===== config.mk =====
export PLATFORM = sky130hd
export DESIGN_NAME = multdiv_ctrl_flat
export DESIGN_NICKNAME = d
export VERILOG_FILES = /design/src/rtl/multdiv_ctrl_if.sv /design/src/rtl/multdiv_ctrl.sv /design/src/flat_wrapper.sv
export SDC_FILE = /design/constraint.sdc
export NUM_CORES = 1
export LEC_CHECK = 0
export CAP_MARGIN = 10
export CELL_PAD_IN_SITES_DETAIL_PLACEMENT = 1
export CELL_PAD_IN_SITES_GLOBAL_PLACEMENT = 1
export CORE_MARGIN = 2
export CORE_UTILIZATION = 21
export DETAILED_ROUTE_END_ITERATION = 10
export PLACE_DENSITY_LB_ADDON = 0.1
export SYNTH_ARGS = -nofsm -noshare
export SYNTH_HDL_FRONTEND = slang
export SYNTH_SLANG_ARGS = --single-unit

===== constraint.sdc =====
create_clock -name clock -period 3.3 [get_ports clock]
set_input_delay 0.33 -clock clock [delete_from_list [all_inputs] [get_ports clock]]
set_output_delay 0.33 -clock clock [all_outputs]
set_load 0.01 [all_outputs]

===== src/rtl/multdiv_ctrl_if.sv =====
// Issue, datapath-control and writeback bundle between the execute
// stage and the iterative multiply/divide sequencer.
interface multdiv_ctrl_if;
  logic        issue_valid;
  logic [4:0]  opcode;
  logic [4:0]  alu_op;
  logic [4:0]  rd_in;
  logic [31:0] operand_b;
  logic        flush;
  logic        dp_load;
  logic        dp_step;
  logic        dp_mode;
  logic [31:0] dp_result;
  logic        dp_ovf;
  logic        stall;
  logic        busy;
  logic        wb_valid;
  logic [4:0]  wb_rd;
  logic [31:0] wb_data;
  logic        exc_valid;

  modport master (
    output issue_valid, opcode, alu_op, rd_in, operand_b, flush,
    output dp_result, dp_ovf,
    input  dp_load, dp_step, dp_mode, stall, busy,
    input  wb_valid, wb_rd, wb_data, exc_valid
  );

  modport slave (
    input  issue_valid, opcode, alu_op, rd_in, operand_b, flush,
    input  dp_result, dp_ovf,
    output dp_load, dp_step, dp_mode, stall, busy,
    output wb_valid, wb_rd, wb_data, exc_valid
  );
endinterface


===== src/rtl/multdiv_ctrl.sv =====
// Sequencer for the shared iterative mul/div datapath: stalls the pipe,
// strobes load/step for STEPS cycles, then issues a single writeback.
module multdiv_ctrl #(
  parameter int STEPS = 32,
  parameter int CNT_W = 6
) (
  input logic           clock,
  input logic           reset,
  multdiv_ctrl_if.slave m
);
  typedef enum logic [1:0] {IDLE, LOAD, RUN, DONE} state_t;

  localparam logic [4:0] RSTATUS = 5'd30;
  localparam logic [2:0] EXC_OVF = 3'd4;
  localparam logic [2:0] EXC_DZ  = 3'd5;

  state_t           state, state_nx;
  logic [CNT_W-1:0] cnt, cnt_nx;
  logic             mode_q, mode_nx;
  logic [4:0]       rd_q, rd_nx;
  logic [2:0]       exc_q, exc_nx;
  logic [2:0]       code;
  logic             is_mul, is_div, accept, last;

  assign is_mul = (m.opcode == 5'b00000) && (m.alu_op == 5'b00110);
  assign is_div = (m.opcode == 5'b00000) && (m.alu_op == 5'b00111);
  // reset gates accept so that stall cannot rise while held in reset
  assign accept = m.issue_valid && (is_mul || is_div) && !m.flush && !reset;
  assign last   = (cnt == CNT_W'(STEPS - 1));

  // overflow is only known once the datapath finishes, so fold it in here
  assign code = (exc_q != 3'd0) ? exc_q :
                (!mode_q && m.dp_ovf) ? EXC_OVF : 3'd0;

  // state, step counter and latched instruction fields
  always_ff @(posedge clock or posedge reset) begin
    if (reset) begin
      state  <= IDLE;
      cnt    <= '0;
      mode_q <= 1'b0;
      rd_q   <= 5'd0;
      exc_q  <= 3'd0;
    end else begin
      state  <= state_nx;
      cnt    <= cnt_nx;
      mode_q <= mode_nx;
      rd_q   <= rd_nx;
      exc_q  <= exc_nx;
    end
  end

  // next-state and strobe/writeback decode
  always_comb begin
    state_nx    = state;
    cnt_nx      = cnt;
    mode_nx     = mode_q;
    rd_nx       = rd_q;
    exc_nx      = exc_q;
    m.dp_load   = 1'b0;
    m.dp_step   = 1'b0;
    m.dp_mode   = 1'b0;
    m.stall     = 1'b0;
    m.busy      = (state != IDLE);
    m.wb_valid  = 1'b0;
    m.exc_valid = 1'b0;
    m.wb_rd     = 5'd0;
    m.wb_data   = 32'd0;
    unique case (state)
      IDLE: begin
        if (accept) begin
          m.stall = 1'b1;
          rd_nx   = m.rd_in;
          mode_nx = is_div;
          if (is_div && (m.operand_b == 32'd0)) begin
            exc_nx   = EXC_DZ;
            state_nx = DONE;
          end else begin
            exc_nx   = 3'd0;
            state_nx = LOAD;
          end
        end
      end
      LOAD: begin
        m.dp_load = 1'b1;
        m.dp_mode = mode_q;
        m.stall   = 1'b1;
        cnt_nx    = '0;
        state_nx  = RUN;
      end
      RUN: begin
        m.dp_step = 1'b1;
        m.dp_mode = mode_q;
        m.stall   = 1'b1;
        cnt_nx    = cnt + CNT_W'(1);
        if (last) state_nx = DONE;
      end
      DONE: begin
        m.dp_mode = mode_q;
        if (code != 3'd0) begin
          m.wb_valid  = 1'b1;
          m.exc_valid = 1'b1;
          m.wb_rd     = RSTATUS;
          m.wb_data   = {29'd0, code};
        end else if (rd_q != 5'd0) begin
          m.wb_valid = 1'b1;
          m.wb_rd    = rd_q;
          m.wb_data  = m.dp_result;
        end
        state_nx = IDLE;
        cnt_nx   = '0;
        mode_nx  = 1'b0;
        rd_nx    = 5'd0;
        exc_nx   = 3'd0;
      end
      default: state_nx = IDLE;
    endcase
    // flush aborts from any state and kills this cycle's strobes
    if (m.flush) begin
      state_nx    = IDLE;
      cnt_nx      = '0;
      mode_nx     = 1'b0;
      rd_nx       = 5'd0;
      exc_nx      = 3'd0;
      m.dp_load   = 1'b0;
      m.dp_step   = 1'b0;
      m.wb_valid  = 1'b0;
      m.exc_valid = 1'b0;
      m.wb_rd     = 5'd0;
      m.wb_data   = 32'd0;
    end
  end
endmodule


===== src/flat_wrapper.sv =====
// flat-port wrapper written by rule: the top's interface ports become plain ports
module multdiv_ctrl_flat 
#(
  parameter int STEPS = 32,
  parameter int CNT_W = 6
)
  (clock, reset, m_issue_valid, m_opcode, m_alu_op, m_rd_in, m_operand_b, m_flush, m_dp_result, m_dp_ovf, m_dp_load, m_dp_step, m_dp_mode, m_stall, m_busy, m_wb_valid, m_wb_rd, m_wb_data, m_exc_valid);
  multdiv_ctrl_if m_i ();
  input logic clock;
  input logic reset;
  input wire logic [$bits(m_i.issue_valid)-1:0] m_issue_valid;
  input wire logic [$bits(m_i.opcode)-1:0] m_opcode;
  input wire logic [$bits(m_i.alu_op)-1:0] m_alu_op;
  input wire logic [$bits(m_i.rd_in)-1:0] m_rd_in;
  input wire logic [$bits(m_i.operand_b)-1:0] m_operand_b;
  input wire logic [$bits(m_i.flush)-1:0] m_flush;
  input wire logic [$bits(m_i.dp_result)-1:0] m_dp_result;
  input wire logic [$bits(m_i.dp_ovf)-1:0] m_dp_ovf;
  output wire logic [$bits(m_i.dp_load)-1:0] m_dp_load;
  output wire logic [$bits(m_i.dp_step)-1:0] m_dp_step;
  output wire logic [$bits(m_i.dp_mode)-1:0] m_dp_mode;
  output wire logic [$bits(m_i.stall)-1:0] m_stall;
  output wire logic [$bits(m_i.busy)-1:0] m_busy;
  output wire logic [$bits(m_i.wb_valid)-1:0] m_wb_valid;
  output wire logic [$bits(m_i.wb_rd)-1:0] m_wb_rd;
  output wire logic [$bits(m_i.wb_data)-1:0] m_wb_data;
  output wire logic [$bits(m_i.exc_valid)-1:0] m_exc_valid;
  assign m_i.issue_valid = m_issue_valid;
  assign m_i.opcode = m_opcode;
  assign m_i.alu_op = m_alu_op;
  assign m_i.rd_in = m_rd_in;
  assign m_i.operand_b = m_operand_b;
  assign m_i.flush = m_flush;
  assign m_i.dp_result = m_dp_result;
  assign m_i.dp_ovf = m_dp_ovf;
  assign m_dp_load = m_i.dp_load;
  assign m_dp_step = m_i.dp_step;
  assign m_dp_mode = m_i.dp_mode;
  assign m_stall = m_i.stall;
  assign m_busy = m_i.busy;
  assign m_wb_valid = m_i.wb_valid;
  assign m_wb_rd = m_i.wb_rd;
  assign m_wb_data = m_i.wb_data;
  assign m_exc_valid = m_i.exc_valid;
  multdiv_ctrl #(.STEPS(STEPS), .CNT_W(CNT_W)) u_core (.clock(clock), .reset(reset), .m(m_i));
endmodule

======== Word level (Yosys, flattened, before mapping) ========
Cells that the tools add are included.
cells by class
  add/subtract/negate cells ............... 1
  equality and inequality tests ........... 8
  mux-type cells .......................... 41
  reduce and logical (&&, ||, !) cells .... 25
operator list
  kind                                           count
  2-to-1 mux 32 bit                              4
  zero test 32 bit                               1
  2-to-1 mux 5 bit                               6
  2-to-1 mux 1 bit                               15
  2-to-1 mux 3 bit                               5
  one-hot mux 6 bit (2 select lines)             1
  nonzero test 3 bit                             4
  == test 5 x 3 -> 1 bit, second input constant  2
  one-hot mux 5 bit (2 select lines)             1
  2-to-1 mux 2 bit                               4
  one-hot mux 2 bit (4 select lines)             1
  logical AND 1 bit                              7
  adder 6 x 1 -> 6 bit, second input constant    1
  == test 6 x 5 -> 1 bit, second input constant  1
  2-to-1 mux 6 bit                               1
  != test 3 x 2 -> 1 bit, second input constant  2
  one-hot mux 3 bit (2 select lines)             1
  zero test 5 bit                                1
  nonzero test 5 bit                             1
  == test 2 bit, second input constant           2
  one-hot mux 1 bit (2 select lines)             2
  AND reduction 2 bit                            2
  OR reduction 2 bit                             2
  zero test 1 bit                                3
  other kinds (5)                                5
storage, ports and cells
  register bits after elaboration ......... 17
  input bits .............................. 84
  output and inout port bits .............. 44
  word-level logic and storage cells ...... 80

======== Logic depth before layout (Yosys ltp) ========
Gate-level depths: netlist of run 1.
  depth after elaboration ................. 9
  gate-level depth with buffers ........... 7

======== Worst setup path before layout of run 1 ========
No wires, ideal clock.
  path type ............................... flip-flop to output port
  start ................................... register u_core.state[0]
  end ..................................... output port m_wb_data[10]
  arrival ................................. 1.488 ns
  required time ........................... 2.970 ns
  slack ................................... 1.482 ns
  stages on the path, launching flop included .. 8
  path buffers ............................ 2
  cell sequence ........................... dfrtp_1 -> ha_1 -> nor2b_1 -> buf_2 -> o21ai_2 -> nor2_2 -> buf_6 -> and2_4
between the ends
  longest elaborated chain between the ends .. 3
ends and longest elaborated chain
  item                      RTL line             source
  start: declaration        multdiv_ctrl.sv:17   state_t state, state_nx;
  start signal: assignment  multdiv_ctrl.sv:44   state <= state_nx;
  == test 2 bit             multdiv_ctrl.sv:68   unique case (state)
  2-to-1 mux 32 bit         multdiv_ctrl.sv:68
  2-to-1 mux 32 bit         multdiv_ctrl.sv:118  if (m.flush) begin
  end: declaration          flat_wrapper.sv:26   output wire logic [$bits(m_i.wb_data)-1:0] m_wb_data;
Every way passes these cells.

======== Worst setup path after layout of run 1 ========
  start ................................... register u_core.state[0]
  end ..................................... output port m_wb_data[30]
Same word-level chain as after synthesis.

==> results of run 1 <==
## per-stage QoR
| step | worst slack [ns] | hold WS (ns) | instance area [µm²] | total power [W] | utilization [%] |
|---|---|---|---|---|---|
| 6_report | 0.4384 | 0.4701 | 2741 | 0.0007527 | 43.67 |
| 5_1_grt | 0.2166 | 0.5229 | 2741 | 0.0008229 | 43.67 |
| 2_1_floorplan | 1.482 | 0.2315 | 1353 | 0.0004010 | - |
| 4_1_cts | 0.3870 | 0.4954 | 2741 | 0.0007698 | 43.67 |
| 3_5_place_dp | 0.6342 | 0.4862 | 2695 | 0.0006101 | 42.93 |
| 3_3_place_gp | 0.6429 | 0.4763 | 2695 | 0.0006065 | 42.93 |
## final timing paths
kind	endpoint	slack [ns]
worst max-delay path	m_wb_data[30]	0.44
worst min-delay path	u_core.mode_q$_DFFE_PP0P_	0.47
worst max register to register	u_core.exc_q[0]$_DFFE_PP0P_	1.24
worst min register to register	u_core.cnt[5]$_DFFE_PP0P_	0.49
max in group asynchronous	u_core.state[0]$_DFFE_PP0P_	2.44
min in group clock	u_core.cnt[5]$_DFFE_PP0P_	0.49
## synth_stat cells, types with 2 or more instances
master,n
dfrtp_1,15
nor2b_1,6
o21ai_0,14
inv_1,6
nand2b_1,4
nor2_1,9
nor4_1,8
and2_4,30
nand4b_1,2
nand4_1,6
o21a_1,5
a22o_1,2
a31oi_1,2
buf_6,3
nor3_1,4
and3_1,2
buf_2,2
ha_1,6
nand2_1,19
## sequential cells by signal (all words and copies together), names as in the netlist
register and count:
u_core.state 2, u_core.cnt 6, u_core.rd_q 5, u_core.mode_q 1, u_core.exc_q 1
## per-layer routing
layer / part of all wire, % / wire [µm] / track usage [%]
met1: 45 / 2196 / 18.17
met2: 44 / 2177 / 24.39
met3: 10 / 514 / 3.540
met4: 0.61 / 30 / 2.199
met5: 0 / 0 / 0
## final cells by class
class / count / area, µm²
Sequential cell: 15 / 375.4
Timing Repair Buffer: 130 / 1294
Multi-Input combinational cell: 133 / 907.1
Clock inverter: 1 / 5.005
Tap cell: 77 / 96.34
Fill cell: 757 / 3536
Inverter: 6 / 22.52
Clock buffer: 3 / 41.29
## critical path: cells and delay by family, from the launching register on
family	cells	cell delay (ns)
AOI/OAI and AO/OA	1	0.07
buffers and inverters	3	1.00
and+or+nand+nor	3	0.48
DFF	1	0.43
adders and majority gates	1	0.29
## power by group through the flow
| stage | Clock (W) | Sequential (W) | Combinational (W) |
|---|---|---|---|
| 5_1_grt | 0.000171 | 0.000233 | 0.000420 |
| 6_report | 0.000151 | 0.000228 | 0.000373 |
| 3_5_place_dp | 0 | 0.000232 | 0.000378 |
| 4_1_cts | 0.000159 | 0.000229 | 0.000382 |
| 2_1_floorplan | 0 | 0.000225 | 0.000176 |
| 3_3_place_gp | 0 | 0.000232 | 0.000375 |
## cell families after synthesis
| group | Yosys count | share of synthesized area, % |
|---|---|---|
| AO/OA/AOI/OAI | 29 | 14.52 |
| XOR/XNOR | 1 | 0.6477 |
| adder cells (fa/ha/maj) | 6 | 5.550 |
| buffers and inverters | 12 | 5.180 |
| flip-flops | 15 | 27.75 |
| multiplexers | 1 | 0.7401 |
| AND/OR/NAND/NOR | 96 | 45.61 |
==> impl_metrics.prom, run 1 <==
# TYPE chip_impl_metric gauge
chip_impl_info{name="run_status",value="finished clean"} 1
chip_impl_metric{name="die_h",unit="µm"} 84.26
chip_impl_metric{name="cts-root-to-sink-buffers",unit=""} 2
chip_impl_metric{name="clock-skew-final",unit="ns"} 0.003811
chip_impl_info{name="ys.flop_type",value="dfrtp_1"} 1
chip_impl_info{name="timing.critical_path.to_type",value="primary output"} 1
chip_impl_metric{name="combPwrFrac",unit="%"} 49.6
chip_impl_metric{name="syn_area_per_cell",unit="µm²"} 8.453
chip_impl_metric{name="layout-drive-gt1-share",unit="%"} 14.58
chip_impl_metric{name="clock_insertion_delay_worst_skew",unit="ns"} 0.25
chip_impl_metric{name="cts_post_setup_buffers_inserted",unit=""} 0
chip_impl_metric{name="num_rows",unit=""} 29
chip_impl_metric{name="port_buffers",unit=""} 127
chip_impl_metric{name="max-slew-margin-rel",unit="%"} 46.44
chip_impl_metric{name="viasPerCell",unit=""} 4.507
chip_impl_metric{name="switching_power",unit="W"} 0.0002517
chip_impl_metric{name="grt_max_degree",unit=""} 31
chip_impl_info{name="cts.root.buffer_cell",value="clkbuf_8"} 1
chip_impl_metric{name="cts.clk_slew.worst_paths",unit="ns"} 0.07
chip_impl_metric{name="fp.dieW",unit="µm"} 84.26
chip_impl_metric{name="synth.cell_area",unit="µm²"} 1353
chip_impl_metric{name="placed_cells",unit=""} 361
chip_impl_info{name="synth.largest_area_cell",value="dfrtp_1"} 1
chip_impl_metric{name="worst-r2r-cell-count",unit=""} 6
chip_impl_metric{name="vias",unit=""} 1645
chip_impl_info{name="layout.cells.most_common_list",value="clkdlybuf4s50_1, and2_4, nand2_1"} 1
chip_impl_metric{name="gr-usage-all-layers",unit="%"} 14.13
chip_impl_metric{name="critPathMaxFanout",unit=""} 30
chip_impl_metric{name="post_synth_inst_count",unit=""} 160
chip_impl_info{name="slowest_stage",value="clkdlybuf4s50_1"} 1
chip_impl_metric{name="initial_core_util",unit="%"} 21.55
chip_impl_metric{name="synth_largest_type_area_fraction",unit="%"} 27.75
chip_impl_metric{name="ios",unit=""} 128
chip_impl_metric{name="floorplan_core_area",unit="µm²"} 6277
chip_impl_info{name="worstSetupStartpoint",value="u_core.state[0]$_DFFE_PP0P_"} 1
chip_impl_metric{name="drt_pre_antenna_iters",unit=""} 4
chip_impl_metric{name="grt_pass1_wl",unit="µm"} 8266
chip_impl_info{name="cts_tree",value="done"} 1
chip_impl_info{name="timing.critical_path.mode_cell",value="buf_4"} 1
chip_impl_metric{name="antenna_found_initial",unit=""} 0
chip_impl_metric{name="power.share.sequential",unit="%"} 30.3
chip_impl_metric{name="max-vdd-ir-drop",unit="V"} 0.0002043
chip_impl_metric{name="timing_hold_violations_final",unit=""} 0
chip_impl_metric{name="synth.lib_cells_used.distinct",unit=""} 34
chip_impl_metric{name="hpwl",unit="µm"} 4240
chip_impl_metric{name="finalWorstPathRequiredPeriod",unit="ns"} 2.862
chip_impl_info{name="synth_top_cells_by_area",value="dfrtp_1, and2_4, ha_1"} 1
chip_impl_metric{name="post_cts_resized",unit=""} 0
chip_impl_metric{name="power.density_cell_area",unit="nW/µm²"} 274.6
chip_impl_metric{name="fmax",unit="MHz"} 349.5
chip_impl_metric{name="finalSetupTns",unit="ns"} 0
chip_impl_metric{name="mappedNetlistNets",unit=""} 250
chip_impl_metric{name="gr-total-overflow",unit=""} 0
chip_impl_metric{name="number_of_buffers_inserted_during_clock_tree_synthesis",unit=""} 3
chip_impl_metric{name="routabilityCongestion",unit=""} 0.7239
chip_impl_metric{name="htree_num_levels",unit=""} 1
chip_impl_metric{name="die_area",unit="µm²"} 7099
chip_impl_metric{name="synth-edff-count",unit=""} 0
chip_impl_metric{name="worst_path_largest_cell_delay",unit="ns"} 0.53
chip_impl_metric{name="switching_share",unit="%"} 33.44
chip_impl_metric{name="worstMarginPinSlew",unit="ns"} 0.8033
chip_impl_metric{name="max_cap_viol_count",unit=""} 0
chip_impl_info{name="timing.rr.start",value="u_core.state[0]$_DFFE_PP0P_"} 1
chip_impl_metric{name="yosysWarningCount",unit=""} 0
chip_impl_metric{name="period_share",unit="%"} 86.71
chip_impl_metric{name="synth-seq-area-share",unit="%"} 27.75
chip_impl_metric{name="finalMaxSlewViolations",unit=""} 0
chip_impl_metric{name="final_antenna_net_count",unit=""} 0
chip_impl_info{name="crit_path_start_kind",value="flop"} 1
chip_impl_metric{name="routed_wl",unit="µm"} 4919
chip_impl_metric{name="drc_viols",unit=""} 0
chip_impl_info{name="worstSetupPathType",value="reg -> out"} 1
chip_impl_metric{name="final_cell_count_no_fill",unit=""} 365
chip_impl_metric{name="drt_iter0_drc",unit=""} 45
chip_impl_info{name="worstPathCellList",value="ha_1 > nor2b_1 > buf_4 > o21ai_2 > nor2_2 > buf_4 > and2_4 > clkdlybuf4s50_1"} 1
chip_impl_metric{name="share_clk_of_total_power",unit="%"} 20.1
chip_impl_metric{name="setup_viol",unit=""} 0
chip_impl_metric{name="worst-endpoint-required",unit="ns"} 2.97
chip_impl_metric{name="first_global_vias",unit=""} 1733
chip_impl_metric{name="tritoncts_num_sinks",unit=""} 15
chip_impl_metric{name="postSynthRegisterBits",unit=""} 15
chip_impl_info{name="mostFrequentLayoutCell",value="clkdlybuf4s50_1"} 1
chip_impl_info{name="rsz0062_at_grt",value="false"} 1
chip_impl_metric{name="area_growth",unit="%"} 102.7
chip_impl_info{name="worst_hold_path_type",value="in -> async"} 1
chip_impl_metric{name="fin_nets",unit=""} 379
chip_impl_metric{name="holdBufCountCts",unit=""} 0
chip_impl_metric{name="power.leakage",unit="nW"} 1.128
chip_impl_metric{name="async_flop_share",unit="%"} 100.0
chip_impl_metric{name="routed_wire_length_per_instance",unit="µm"} 13.48
chip_impl_metric{name="intPower",unit="W"} 0.0005010
chip_impl_metric{name="antenna_cells_inserted",unit=""} 0
chip_impl_metric{name="worstPathArrival",unit="ns"} 2.53
Note: power is estimated with default switching activity, not from simulation.
==> run 2, diff against run 1 <==
Settings changed: CORE_MARGIN 2 to 5.
==> impl_metrics.prom, run 2 (synthesized netlist as in run 1, its figures left out) <==
# TYPE chip_impl_metric gauge
chip_impl_metric{name="antenna_cells_inserted",unit=""} 0
chip_impl_info{name="rsz0062_at_grt",value="false"} 1
chip_impl_metric{name="grt_max_degree",unit=""} 31
chip_impl_metric{name="hpwl",unit="µm"} 4896
chip_impl_metric{name="max-slew-margin-rel",unit="%"} 58.28
chip_impl_metric{name="worst-r2r-cell-count",unit=""} 6
chip_impl_metric{name="period_share",unit="%"} 85.05
chip_impl_metric{name="die_h",unit="µm"} 90.26
chip_impl_metric{name="largest_reg_flops",unit=""} 6
chip_impl_info{name="cts.root.buffer_cell",value="clkbuf_8"} 1
chip_impl_metric{name="antenna_found_initial",unit=""} 0
chip_impl_info{name="worstSetupStartpoint",value="u_core.state[0]$_DFFE_PP0P_"} 1
chip_impl_metric{name="drt_iter0_drc",unit=""} 17
chip_impl_metric{name="use_met3",unit="%"} 2.917
chip_impl_metric{name="power.density_cell_area",unit="nW/µm²"} 274.9
chip_impl_metric{name="routed_wl",unit="µm"} 5611
chip_impl_metric{name="htree_num_levels",unit=""} 1
chip_impl_metric{name="holdBufCountCts",unit=""} 0
chip_impl_metric{name="die_area",unit="µm²"} 8146
chip_impl_metric{name="cts_post_setup_buffers_inserted",unit=""} 0
chip_impl_metric{name="global_route.usage.met1",unit="%"} 15.76
chip_impl_metric{name="gr-usage-all-layers",unit="%"} 13.26
chip_impl_metric{name="drt_pre_antenna_iters",unit=""} 3
chip_impl_metric{name="fmax",unit="MHz"} 356.3
chip_impl_metric{name="final_antenna_net_count",unit=""} 0
chip_impl_metric{name="grt_pass1_wl",unit="µm"} 8790
chip_impl_info{name="layout.cells.most_common_list",value="clkdlybuf4s50_1, and2_4, nand2_1"} 1
chip_impl_metric{name="timing_hold_violations_final",unit=""} 0
chip_impl_metric{name="tritoncts_num_sinks",unit=""} 15
chip_impl_info{name="run_status",value="finished clean"} 1
chip_impl_metric{name="number_of_buffers_inserted_during_clock_tree_synthesis",unit=""} 3
chip_impl_info{name="mostFrequentLayoutCell",value="clkdlybuf4s50_1"} 1
chip_impl_metric{name="max-vdd-ir-drop",unit="V"} 0.0002625
chip_impl_metric{name="power.leakage",unit="nW"} 1.132
chip_impl_metric{name="clock-skew-final",unit="ns"} 0.005627
chip_impl_metric{name="placed_cells",unit=""} 362
chip_impl_info{name="largest_register",value="u_core.cnt"} 1
chip_impl_metric{name="cts.clk_slew.worst_paths",unit="ns"} 0.07
chip_impl_metric{name="finalMaxSlewViolations",unit=""} 0
chip_impl_info{name="worst_hold_path_type",value="in -> async"} 1
chip_impl_metric{name="critPathMaxFanout",unit=""} 30
chip_impl_metric{name="port_buffers",unit=""} 127
chip_impl_metric{name="area_growth",unit="%"} 103.2
chip_impl_metric{name="floorplan_core_area",unit="µm²"} 6314
chip_impl_metric{name="num_rows",unit=""} 29
chip_impl_info{name="timing.rr.start",value="u_core.state[0]$_DFFE_PP0P_"} 1
chip_impl_metric{name="finalSetupTns",unit="ns"} 0
chip_impl_metric{name="final_cell_count_no_fill",unit=""} 366
chip_impl_metric{name="globalRouteMet2Util",unit="%"} 24.88
chip_impl_metric{name="viasPerCell",unit=""} 4.415
chip_impl_metric{name="drc_viols",unit=""} 0
chip_impl_metric{name="cts-root-to-sink-buffers",unit=""} 2
chip_impl_metric{name="routed_wire_length_per_instance",unit="µm"} 15.33
chip_impl_metric{name="fp.dieW",unit="µm"} 90.26
chip_impl_metric{name="finalWorstPathRequiredPeriod",unit="ns"} 2.807
chip_impl_metric{name="vias",unit=""} 1616
chip_impl_info{name="cts_tree",value="done"} 1
chip_impl_info{name="critical_path.reg2reg.endpoint",value="u_core.cnt[4]$_DFFE_PP0P_"} 1
chip_impl_metric{name="layout-drive-gt1-share",unit="%"} 14.88
chip_impl_info{name="largestRegisters",value="u_core.cnt: 6 flops, u_core.rd_q: 5 flops, u_core.state: 2 flops"} 1
chip_impl_metric{name="routabilityCongestion",unit=""} 0.7389
chip_impl_metric{name="worst-endpoint-required",unit="ns"} 2.97
chip_impl_info{name="worstSetupPathType",value="reg -> out"} 1
chip_impl_metric{name="post_cts_resized",unit=""} 0
chip_impl_metric{name="first_global_vias",unit=""} 1752
chip_impl_metric{name="fin_nets",unit=""} 380
chip_impl_metric{name="max_cap_viol_count",unit=""} 0
chip_impl_metric{name="gr-total-overflow",unit=""} 0
chip_impl_info{name="grt_most_used_layer",value="met2"} 1
chip_impl_info{name="timing.critical_path.to_type",value="primary output"} 1
chip_impl_info{name="crit_path_start_kind",value="flop"} 1
chip_impl_metric{name="worstMarginPinSlew",unit="ns"} 0.6252
chip_impl_metric{name="setup_viol",unit=""} 0
chip_impl_metric{name="initial_core_util",unit="%"} 21.42
chip_impl_metric{name="worstPathArrival",unit="ns"} 2.48
chip_impl_metric{name="clock_insertion_delay_worst_skew",unit="ns"} 0.25
chip_impl_metric{name="rrSetupSlack",unit="ns"} 1.42
chip_impl_metric{name="ios",unit=""} 128
## run 2: changes by cell type in the layout (fill, tap and decap cells not counted)
cell / delta
buf_4: +1
## run 2: worst max-delay path by stage
stage / to / slack [ns]
after floorplan: m_wb_data[10] / 1.48
after global placement: m_stall / 0.68
after detailed placement: m_wb_data[24] / 0.71
after CTS: m_wb_data[24] / 0.46
after global routing: m_wb_data[23] / 0.31
final: m_wb_data[24] / 0.49
## run 2: report_power, final
part	switching [W]	internal [W]
combinational	0.000163	0.000214
sequential	0.0000237	0.000204
clock	0.0000674	0.0000836
## run 2: final cells by class
| cell class | count | area [µm²] |
|---|---|---|
| sequential | 15 | 375.4 |
| inverter | 6 | 22.52 |
| multi-input combinational | 133 | 907.1 |
| timing repair buffer | 131 | 1301 |
| clock buffer | 3 | 41.29 |
| clock inverter | 1 | 5.005 |
| fill | 745 | 3565 |
| tap | 77 | 96.34 |
## run 2: metrics by stage
step	hold WS, ns	worst slack (ns)	instance area, µm²	power [W]	util (%)
2_1_floorplan	0.2315	1.482	1353	0.0004010	-
3_3_place_gp	0.4786	0.6804	2703	0.0006103	42.81
3_5_place_dp	0.4856	0.7115	2703	0.0006103	42.81
4_1_cts	0.5093	0.4605	2749	0.0007694	43.54
5_1_grt	0.5398	0.3072	2749	0.0008135	43.54
6_report	0.4848	0.4932	2749	0.0007556	43.54
## run 2: per-layer routing
layer | share of wire, % | up-vias
met5 | 0 | -
met4 | 0.30 | 0
met3 | 6.3 | 2
met2 | 52 | 70
met1 | 42 | 727
li1 | - | 817
## run 2: worst max-delay path: stages, from the launching register on
cell and delay (ns):
dfrtp_1 0.43, ha_1 0.27, nor2b_1 0.27, o21ai_2 0.11
nor2_2 0.11, buf_4 0.30, and2_4 0.19, clkdlybuf4s50_1 0.55
